## config.mk

```make
export PLATFORM = sky130hd
export DESIGN_NAME = pmem_arbiter
export DESIGN_NICKNAME = d
export VERILOG_FILES = /design/src/rtl/rv32i_types.sv /design/src/rtl/pmem_arbiter.sv
export SDC_FILE = /design/constraint.sdc
export NUM_CORES = 1
export LEC_CHECK = 0
export ABC_AREA = 0
export CORE_AREA = 2 2 632 634
export CTS_CLUSTER_SIZE = 24
export DETAILED_ROUTE_END_ITERATION = 16
export DIE_AREA = 0 0 634 636
export GPL_ROUTABILITY_DRIVEN = 0
export SETUP_SLACK_MARGIN = 0.4
export SLEW_MARGIN = 40
export SYNTH_ARGS = -nofsm -noshare
export SYNTH_HDL_FRONTEND = slang
export SYNTH_SLANG_ARGS = --single-unit
```

## constraint.sdc

```tcl
create_clock -name clk -period 1.87 [get_ports clk]
set_input_delay 0.187 -clock clk [delete_from_list [all_inputs] [get_ports clk]]
set_output_delay 0.187 -clock clk [all_outputs]
set_load 0.02 [all_outputs]
```

## src/rtl/rv32i_types.sv

```systemverilog
// -----------------------------------------------------------------------------
// rv32i_types
//   Shared types and constants for the physical-memory arbiter.
//   arb_state_t : arbiter FSM states (IDLE, BUSY_I, BUSY_D)
//   side_t      : identifies a requester (I-cache or D-cache)
//   LINE_W      : cache-line width in bits
//   ADDR_W      : line address width in bits
// -----------------------------------------------------------------------------
package rv32i_types;

    localparam int LINE_W = 256;
    localparam int ADDR_W = 32;

    typedef enum logic [1:0] {
        IDLE   = 2'd0,
        BUSY_I = 2'd1,
        BUSY_D = 2'd2
    } arb_state_t;

    typedef enum logic {
        SIDE_I = 1'b0,
        SIDE_D = 1'b1
    } side_t;

endpackage

```

## src/rtl/pmem_arbiter.sv

```systemverilog
// -----------------------------------------------------------------------------
// pmem_arbiter
//   Shares one cacheline adaptor between the I-cache and the D-cache.
//   Requests are sampled only in IDLE; the granted request (op, address,
//   wdata) is latched and replayed to the adaptor until main_resp, so the
//   requester may change or drop its request mid-transfer.
//
//   Parameters
//     D_PRIORITY   : 1 = D-side wins ties (bounded by STARVE_LIMIT),
//                    0 = ties go to the side opposite the last grant
//     STARVE_LIMIT : max consecutive D grants while I is pending
//
//   Ports
//     clk, reset_n             : clock, asynchronous active-low reset
//     i_pmem_* / d_pmem_*      : cache-side read/write/address/wdata in,
//                                rdata/resp out
//     main_read/main_write     : registered strobes to the adaptor
//     main_address/main_wdata  : registered request payload to the adaptor
//     main_rdata/main_resp     : adaptor read line and completion
// -----------------------------------------------------------------------------
module pmem_arbiter
    import rv32i_types::*;
#(
    parameter int D_PRIORITY   = 1,
    parameter int STARVE_LIMIT = 4
) (
    input  logic              clk,
    input  logic              reset_n,

    input  logic              i_pmem_read,
    input  logic              i_pmem_write,
    input  logic [ADDR_W-1:0] i_pmem_address,
    input  logic [LINE_W-1:0] i_pmem_wdata,
    output logic [LINE_W-1:0] i_pmem_rdata,
    output logic              i_pmem_resp,

    input  logic              d_pmem_read,
    input  logic              d_pmem_write,
    input  logic [ADDR_W-1:0] d_pmem_address,
    input  logic [LINE_W-1:0] d_pmem_wdata,
    output logic [LINE_W-1:0] d_pmem_rdata,
    output logic              d_pmem_resp,

    output logic              main_read,
    output logic              main_write,
    output logic [ADDR_W-1:0] main_address,
    output logic [LINE_W-1:0] main_wdata,
    input  logic [LINE_W-1:0] main_rdata,
    input  logic              main_resp
);

    localparam int CNT_W = (STARVE_LIMIT < 1) ? 1 : $clog2(STARVE_LIMIT + 1);
    localparam logic [CNT_W-1:0] STARVE_MAX = CNT_W'(STARVE_LIMIT);

    arb_state_t        state_q;
    logic              main_read_q;
    logic              main_write_q;
    logic [ADDR_W-1:0] addr_q;
    logic [LINE_W-1:0] wdata_q;
    logic [CNT_W-1:0]  starve_cnt_q;
    side_t             last_grant_q;

    logic  i_req;
    logic  d_req;
    side_t grant_side;

    assign i_req = i_pmem_read | i_pmem_write;
    assign d_req = d_pmem_read | d_pmem_write;

    // Winner when both sides request in the same IDLE cycle.
    function automatic side_t tie_winner(input logic [CNT_W-1:0] cnt, input side_t last);
        if (D_PRIORITY != 0) begin
            return (cnt == STARVE_MAX) ? SIDE_I : SIDE_D;
        end
        return (last == SIDE_I) ? SIDE_D : SIDE_I;
    endfunction

    // NOTE: default assigned first so every path drives grant_side and no latch is inferred.
    always_comb begin
        grant_side = SIDE_I;
        if (i_req && d_req) begin
            grant_side = tie_winner(starve_cnt_q, last_grant_q);
        end else if (d_req) begin
            grant_side = SIDE_D;
        end
    end

    // NOTE: non-blocking assignments keep every register updating from pre-edge values.
    always_ff @(posedge clk or negedge reset_n) begin
        if (!reset_n) begin
            state_q      <= IDLE;
            main_read_q  <= 1'b0;
            main_write_q <= 1'b0;
            addr_q       <= '0;
            wdata_q      <= '0;
            starve_cnt_q <= '0;
            last_grant_q <= SIDE_I;
        end else begin
            case (state_q)
                IDLE: begin
                    if (i_req || d_req) begin
                        last_grant_q <= grant_side;
                        if (grant_side == SIDE_D) begin
                            state_q      <= BUSY_D;
                            // read+write together is treated as a write
                            main_write_q <= d_pmem_write;
                            main_read_q  <= ~d_pmem_write;
                            addr_q       <= d_pmem_address;
                            wdata_q      <= d_pmem_wdata;
                            if (i_req && (starve_cnt_q != STARVE_MAX)) begin
                                starve_cnt_q <= starve_cnt_q + 1'b1;
                            end
                        end else begin
                            state_q      <= BUSY_I;
                            main_write_q <= i_pmem_write;
                            main_read_q  <= ~i_pmem_write;
                            addr_q       <= i_pmem_address;
                            wdata_q      <= i_pmem_wdata;
                            starve_cnt_q <= '0;
                        end
                    end
                end
                BUSY_I, BUSY_D: begin
                    // Return to IDLE for at least one cycle; no grant here.
                    if (main_resp) begin
                        state_q      <= IDLE;
                        main_read_q  <= 1'b0;
                        main_write_q <= 1'b0;
                    end
                end
                default: begin
                    state_q      <= IDLE;
                    main_read_q  <= 1'b0;
                    main_write_q <= 1'b0;
                end
            endcase
        end
    end

    assign main_read    = main_read_q;
    assign main_write   = main_write_q;
    assign main_address = addr_q;
    assign main_wdata   = wdata_q;

    // Completion is routed combinationally to the granted side only; main_resp
    // in IDLE is ignored because neither BUSY state is active.
    assign i_pmem_resp  = (state_q == BUSY_I) && main_resp;
    assign d_pmem_resp  = (state_q == BUSY_D) && main_resp;
    assign i_pmem_rdata = i_pmem_resp ? main_rdata : '0;
    assign d_pmem_rdata = d_pmem_resp ? main_rdata : '0;

endmodule

```

==> results of run 1 <==
==> synth_stat cells, types with 5 or more instances <==
cell      count
buf_1         5
clkbuf_1    198
dfrtp_1     295
nor2_1      293
inv_1         7
buf_2        79
a21oi_1     288
a31oi_1     289
and3_1      512
buf_4        21
o21ai_0     289
ha_1          5
==> flip-flops by register name (all words and copies together), names as in the netlist <==
| signal | flops |
|---|---|
| state_q | 2 |
| starve_cnt_q | 3 |
| main_address | 32 |
| main_read | 1 |
| main_write | 1 |
| main_wdata | 256 |
==> layer usage <==
layer	global-route usage	share of wire	vias up
met3	0.0737	0.11	864
met4	0.109	0.076	176
li1	-	-	12600
met2	0.307	0.52	2371
met1	0.148	0.30	15100
met5	0	0.0034	-
==> logic make-up after synthesis <==
logic type      after synthesis  synth area share
compound gates              879             0.267
fa+ha+maj                     5           0.00348
buf+inv                     312            0.0758
flops                       295             0.410
simple gates                817             0.243
==> critical path, stage by stage, from the launching register on <==
cell and delay [ps]:
dfrtp_1 410, buf_6 130, ha_4 180, buf_12 150, buf_12 140, buf_12 120, buf_16 130, buf_6 120
and3_4 140, buf_6 120
==> cell type report <==
| type | count | area share |
|---|---|---|
| tap | 5265 | 0.115 |
| inverter | 7 | 0.000460 |
| antenna | 249 | 0.0109 |
| timing repair buffer | 2154 | 0.456 |
| multi-input combinational | 1701 | 0.266 |
| clock buffer | 50 | 0.0185 |
| clock inverter | 17 | 0.00293 |
| sequential | 295 | 0.130 |
==> power by group <==
| part | leakage (uW) | total [uW] | switching (uW) | internal, uW |
|---|---|---|---|---|
| Clock | 0.000604 | 7950 | 3780 | 4180 |
| Sequential | 0.00333 | 12700 | 2860 | 9810 |
| Combinational | 0.0167 | 68200 | 38100 | 30100 |
| Total | 0.0206 | 88800 | 44700 | 44100 |
==> worst max path at each step <==
stage,start,to,cells past startpoint
2_1_floorplan,starve_cnt_q[0],main_wdata[144],8
3_3_place_gp,i_pmem_write,main_wdata[136],7
3_5_place_dp,i_pmem_write,main_wdata[136],7
4_1_cts,state_q[1],d_pmem_rdata[122],9
5_1_grt,state_q[1],d_pmem_rdata[122],9
6_report,state_q[0],i_pmem_rdata[251],9
==> layout by cell type, fill, tap and decap left out, drive strengths merged <==
cell type	n
clkdlybuf4s50	836
o41a	1
and3	512
a21o	1
clkinv	10
bufinv	1
a31oi	289
and4b	1
inv	12
o22ai	3
nand3	1
o211a	1
dlygate4sd3	5
a311oi	1
dfrtp	295
clkinvlp	1
clkbuf	207
nor2b	1
nand2	2
o41ai	1
diode	249
ha	5
buf	1136
o2bb2ai	2
nor2	293
o211ai	1
a22o	1
o21ai	290
nor4	1
a21oi	288
or2	1
and2	2
dlymetal6s2s	20
nand2b	3
==> metrics by stage <==
stage | hold slack, ps | std cells | util | power (uW) | setup TNS [ps]
floorplan | -109 | 2308 | - | 29000 | 0
global placement | 170 | 9187 | 0.114 | 58400 | -150410
detailed placement | 172 | 9187 | 0.114 | 58500 | -160340
CTS | 4.03 | 9323 | 0.121 | 71400 | -413560
global route | 47.9 | 9709 | 0.144 | 92000 | -435980
finish | 88.9 | 9738 | 0.144 | 88800 | -358130
==> timing repair <==
action | in CTS | in global routing
buffers inserted | 39 | 86
cloned | 25 | 80
hold endpoints to repair | 281 | 0
endpoints found under the setup margin | 1097 | 1065
resized for setup | 1102 | 2079
pin swaps | 0 | 182
hold buffers | 5 | 0
==> flow_metrics.env, run 1 <==
export IMPL_status="complete, but fails checks"
export IMPL_violations="setup timing"
export IMPL_setup_ws_ps=-659
export IMPL_yosys_register_bits=295
export IMPL_die_area_mm2=0.403
export IMPL_avgSynthCellArea_um2=7.79
export IMPL_synth_edff_count=0
export IMPL_rrSetupSlack_ps=-470
export IMPL_gr_total_overflow=0
export IMPL_yosysTopAreaCell="dfrtp_1"
export IMPL_slew_limit_headroom=0.454
export IMPL_skew_ps=45.4
export IMPL_r2r_end="main_wdata[114]"
export IMPL_initial_core_util=0.0453
export IMPL_multi_input_area_mm2=0.0152
export IMPL_max_freq_mhz=395
export IMPL_die_w_um=634
export IMPL_period_share=1.35
export IMPL_leakage_uw=0.0206
export IMPL_crit_required_ps=1680
export IMPL_routed_wl_mm=375
export IMPL_final_fill_count=44600
export IMPL_drt_iter0_markers=2606
export IMPL_clock_sinks=295
export IMPL_drive_gt1_frac=0.538
export IMPL_hold_path_end="main_wdata[186]"
export IMPL_regArea_mm2=0.00740
export IMPL_routed_via_density=3.19
export IMPL_start_kind="register"
export IMPL_syn_num_nets=3152
export IMPL_drv_slew=0
export IMPL_rows=232
export IMPL_grt_util_all_layers=0.168
export IMPL_place_area_mm2=0.0451
export IMPL_insertion_delay_ps=660
export IMPL_pin_count=1643
export IMPL_cts_path_max_buffers=3
export IMPL_ant_nets=0
export IMPL_worst_endpoint_arrival_ps=2340
export IMPL_min_from="i_pmem_wdata[186]"
export IMPL_cts_root_buf="clkbuf_16"
export IMPL_seq_area_frac_synth=0.410
export IMPL_drc=0
export IMPL_cts_made_buffers=38
export IMPL_ys_flop_type="dfrtp_1"
export IMPL_min_period_ps=2530
export IMPL_place_ws_ps=-562
export IMPL_dr_total_vias=31100
export IMPL_timing_rr_start="state_q[1]"
export IMPL_fp_dieH_um=636
export IMPL_port_buffers=1642
export IMPL_core_mm2=0.397
export IMPL_worstSetupPathType="reg -> out"
export IMPL_power_density_mw_per_mm2=1560
export IMPL_grt_pass1_vias=27000
export IMPL_grt_antenna_before_repair=276
export IMPL_synth_top_area_share=0.410
export IMPL_yosysWarnings=0
export IMPL_clk_pin_slew_ps=70
export IMPL_peakVddDrop_v=0.00101
export IMPL_hold_violations=0
export IMPL_rsz0062_at_grt="true"
export IMPL_crit_path_max_fanout=6
export IMPL_cap_violations=0
export IMPL_synth_cells=2308
export IMPL_worst_setup_path_end_kind="output port"
export IMPL_r2r_cells=12
export IMPL_tritoncts="built"
export IMPL_ctsHtreeMaxLevel=2
export IMPL_final_area_mm2=0.0571
export IMPL_synthTopCellsByArea="dfrtp_1 (41%), and3_1 (18%), a31oi_1 (10%), o21ai_0 (8.0%), a21oi_1 (8.0%)"
export IMPL_nNetsFinal=5041
export IMPL_hold_path_class="in -> reg"
export IMPL_syn2layout_area_growth_pct=218
export IMPL_post_drt_wl_per_cell_um=38.5
export IMPL_grt_max_degree=97
export IMPL_ys_types=31
export IMPL_grt_pass1_wl_mm=411
export IMPL_synthArstFlopShare=1.00
export IMPL_hold_depth=3
export IMPL_hpwl_mm=310
export IMPL_drtPass1Iterations=6
export IMPL_syn_area_mm2=0.0180
export IMPL_finalSetupViolations=806
export IMPL_worst_pin_slew_ps=816
(Power assumes the default switching activity.)
==> inputs of run 2 (changes only) <==
ABC_CLOCK_PERIOD_IN_PS = 1870   (was not set)
CTS_BUF_LIST = sky130_fd_sc_hd__clkbuf_8 sky130_fd_sc_hd__clkbuf_16   (was not set)
==> flow_metrics.env, run 2 (synthesis results as in run 1) <==
export IMPL_setup_ws_ps=-662
export IMPL_syn2layout_area_growth_pct=218
export IMPL_drtPass1Iterations=6
export IMPL_crit_path_max_fanout=6
export IMPL_leakage_uw=0.0206
export IMPL_tritoncts="built"
export IMPL_drt_iter0_markers=2592
export IMPL_crit_start="state_q[0]"
export IMPL_swShare=0.503
export IMPL_start_kind="register"
export IMPL_min_from="i_pmem_wdata[186]"
export IMPL_nNetsFinal=5041
export IMPL_power_density_mw_per_mm2=1560
export IMPL_layout_common_cells="clkdlybuf4s50_1 (836), and3_4 (417), buf_12 (368), buf_4 (362), buf_6 (296)"
export IMPL_clk_pin_slew_ps=70
export IMPL_routed_wl_mm=375
export IMPL_drv_slew=0
export IMPL_largest_reg_flops=256
export IMPL_max_freq_mhz=395
export IMPL_combPwrFrac=0.768
export IMPL_grt_pass1_wl_mm=411
export IMPL_min_period_ps=2530
export IMPL_hold_path_class="in -> reg"
export IMPL_cp_num_buf_inv=7
export IMPL_worst_setup_path_end_kind="output port"
export IMPL_cp_top_family="buffers and inverters"
export IMPL_pin_count=1643
export IMPL_hold_slack_ps=85.4
export IMPL_port_buffers=1642
export IMPL_grt_pass1_vias=27000
export IMPL_fp_dieH_um=636
export IMPL_period_share=1.35
export IMPL_finalSetupViolations=806
export IMPL_die_area_mm2=0.403
export IMPL_insertion_delay_ps=660
export IMPL_violations="setup timing"
export IMPL_ant_nets=0
export IMPL_crit_slowest_cell="dfrtp_1"
export IMPL_crit_chain="buf_6 > ha_4 > buf_12 > buf_12 > buf_12 > buf_16 > buf_6 > and3_4 > buf_6"
export IMPL_core_mm2=0.397
export IMPL_initial_core_util=0.0453
export IMPL_die_w_um=634
export IMPL_grt_antenna_before_repair=276
export IMPL_cap_violations=0
export IMPL_rows=232
export IMPL_gr_total_overflow=0
export IMPL_grt_max_degree=97
export IMPL_status="complete, but fails checks"
export IMPL_hold_violations=0
export IMPL_cts_made_buffers=38
export IMPL_drive_gt1_frac=0.538
export IMPL_clock_sinks=295
export IMPL_skew_ps=48.2
export IMPL_rsz0062_at_grt="true"
export IMPL_dr_total_vias=31200
export IMPL_cts_path_max_buffers=3
export IMPL_power_switching_uw=44700
export IMPL_clock_power_share=0.089
export IMPL_worst_pin_slew_ps=816
export IMPL_slew_limit_headroom=0.454
export IMPL_cts_root_buf="clkbuf_16"
export IMPL_fin_util=0.144
export IMPL_post_drt_wl_per_cell_um=38.6
export IMPL_final_common_cell="clkdlybuf4s50_1"
export IMPL_final_fill_count=44600
export IMPL_drc=0
export IMPL_crit_required_ps=1680
export IMPL_routed_via_density=3.20
export IMPL_timing_rr_start="state_q[1]"
export IMPL_worst_endpoint_arrival_ps=2340
export IMPL_grt_util_all_layers=0.168
export IMPL_ctsHtreeMaxLevel=2
export IMPL_p_int_uw=44100
export IMPL_worstSetupPathType="reg -> out"
export IMPL_p_seq_frac=0.143
export IMPL_hpwl_mm=310
export IMPL_peakVddDrop_v=0.00100
export IMPL_max_stage_delay_ps=410
-- run 2: cell types whose count changed in the layout (fill, tap and decap cells not counted), sizes merged --
| cell | change |
|---|---|
| diode | -7 |
| inv | +6 |
| clkbuf | -6 |
-- run 2: final timing paths --
path	cells after the start	end	slack [ps]
worst min-delay path	3	main_wdata[186]	90
max in group asynchronous	3	main_wdata[252]	890
min in group asynchronous	2	main_wdata[49]	110
worst max register to register	12	main_wdata[114]	-470
worst max-delay path	9	i_pmem_rdata[251]	-660
worst min register to register	2	main_wdata[25]	520
-- run 2: layout make-up --
cell class | instances | area (um^2) | share of cell area
antenna | 242 | 606 | 0.0106
clock buffer | 44 | 1030 | 0.0181
inverter | 7 | 26.3 | 0.000460
tap | 5265 | 6590 | 0.115
multi-input combinational | 1701 | 15200 | 0.266
timing repair buffer | 2154 | 26000 | 0.456
clock inverter | 23 | 190 | 0.00333
sequential | 295 | 7400 | 0.130
-- run 2: per-layer routing --
| metal | GRT usage | part of all wire | vias to the layer above |
|---|---|---|---|
| li1 | - | - | 12500 |
| met1 | 0.148 | 0.30 | 15200 |
| met2 | 0.307 | 0.52 | 2434 |
| met3 | 0.0737 | 0.11 | 851 |
| met4 | 0.109 | 0.076 | 178 |
| met5 | 0 | 0.0032 | - |
-- run 2: what timing repair did --
item / 4_1_cts / 5_1_grt
resized for setup: 1102 / 2079
hold buffers: 5 / 0
pin swaps: 0 / 182
endpoints found under the hold margin: 281 / 0
setup endpoints to repair: 1097 / 1066
setup buffers: 39 / 86
cloned: 25 / 80
-- run 2: power groups by stage --
stage                     registers [uW]  logic [uW]  clock network [uW]
final                              12700       68200                7930
after global routing               13000       70500                8410
after CTS                          12200       50900                8270
after detailed placement           12200       46300                   0
after global placement             12100       46300                   0
after floorplan                    15500       13500                   0
-- run 2: worst register-to-register path, delay by kind of cell, from the launching register on --
family	cells	cell delay (ps)
buffers and inverters	8	1100
flip-flops	1	410
AO/OA/AOI/OAI	3	490
adder cells (fa/ha/maj)	1	190
-- run 2: metrics by stage --
stage / instances / worst slack [ps] / total power [uW] / TNS [ps] / area (um^2)
after global routing: 9709 / -756 / 91900 / -435970 / 57100
after floorplan: 2308 / 350 / 29000 / 0 / 18500
after detailed placement: 9187 / -562 / 58500 / -160340 / 45100
after global placement: 9187 / -522 / 58400 / -150410 / 45100
after CTS: 9323 / -789 / 71400 / -413560 / 48000
final: 9731 / -662 / 88800 / -360250 / 57100
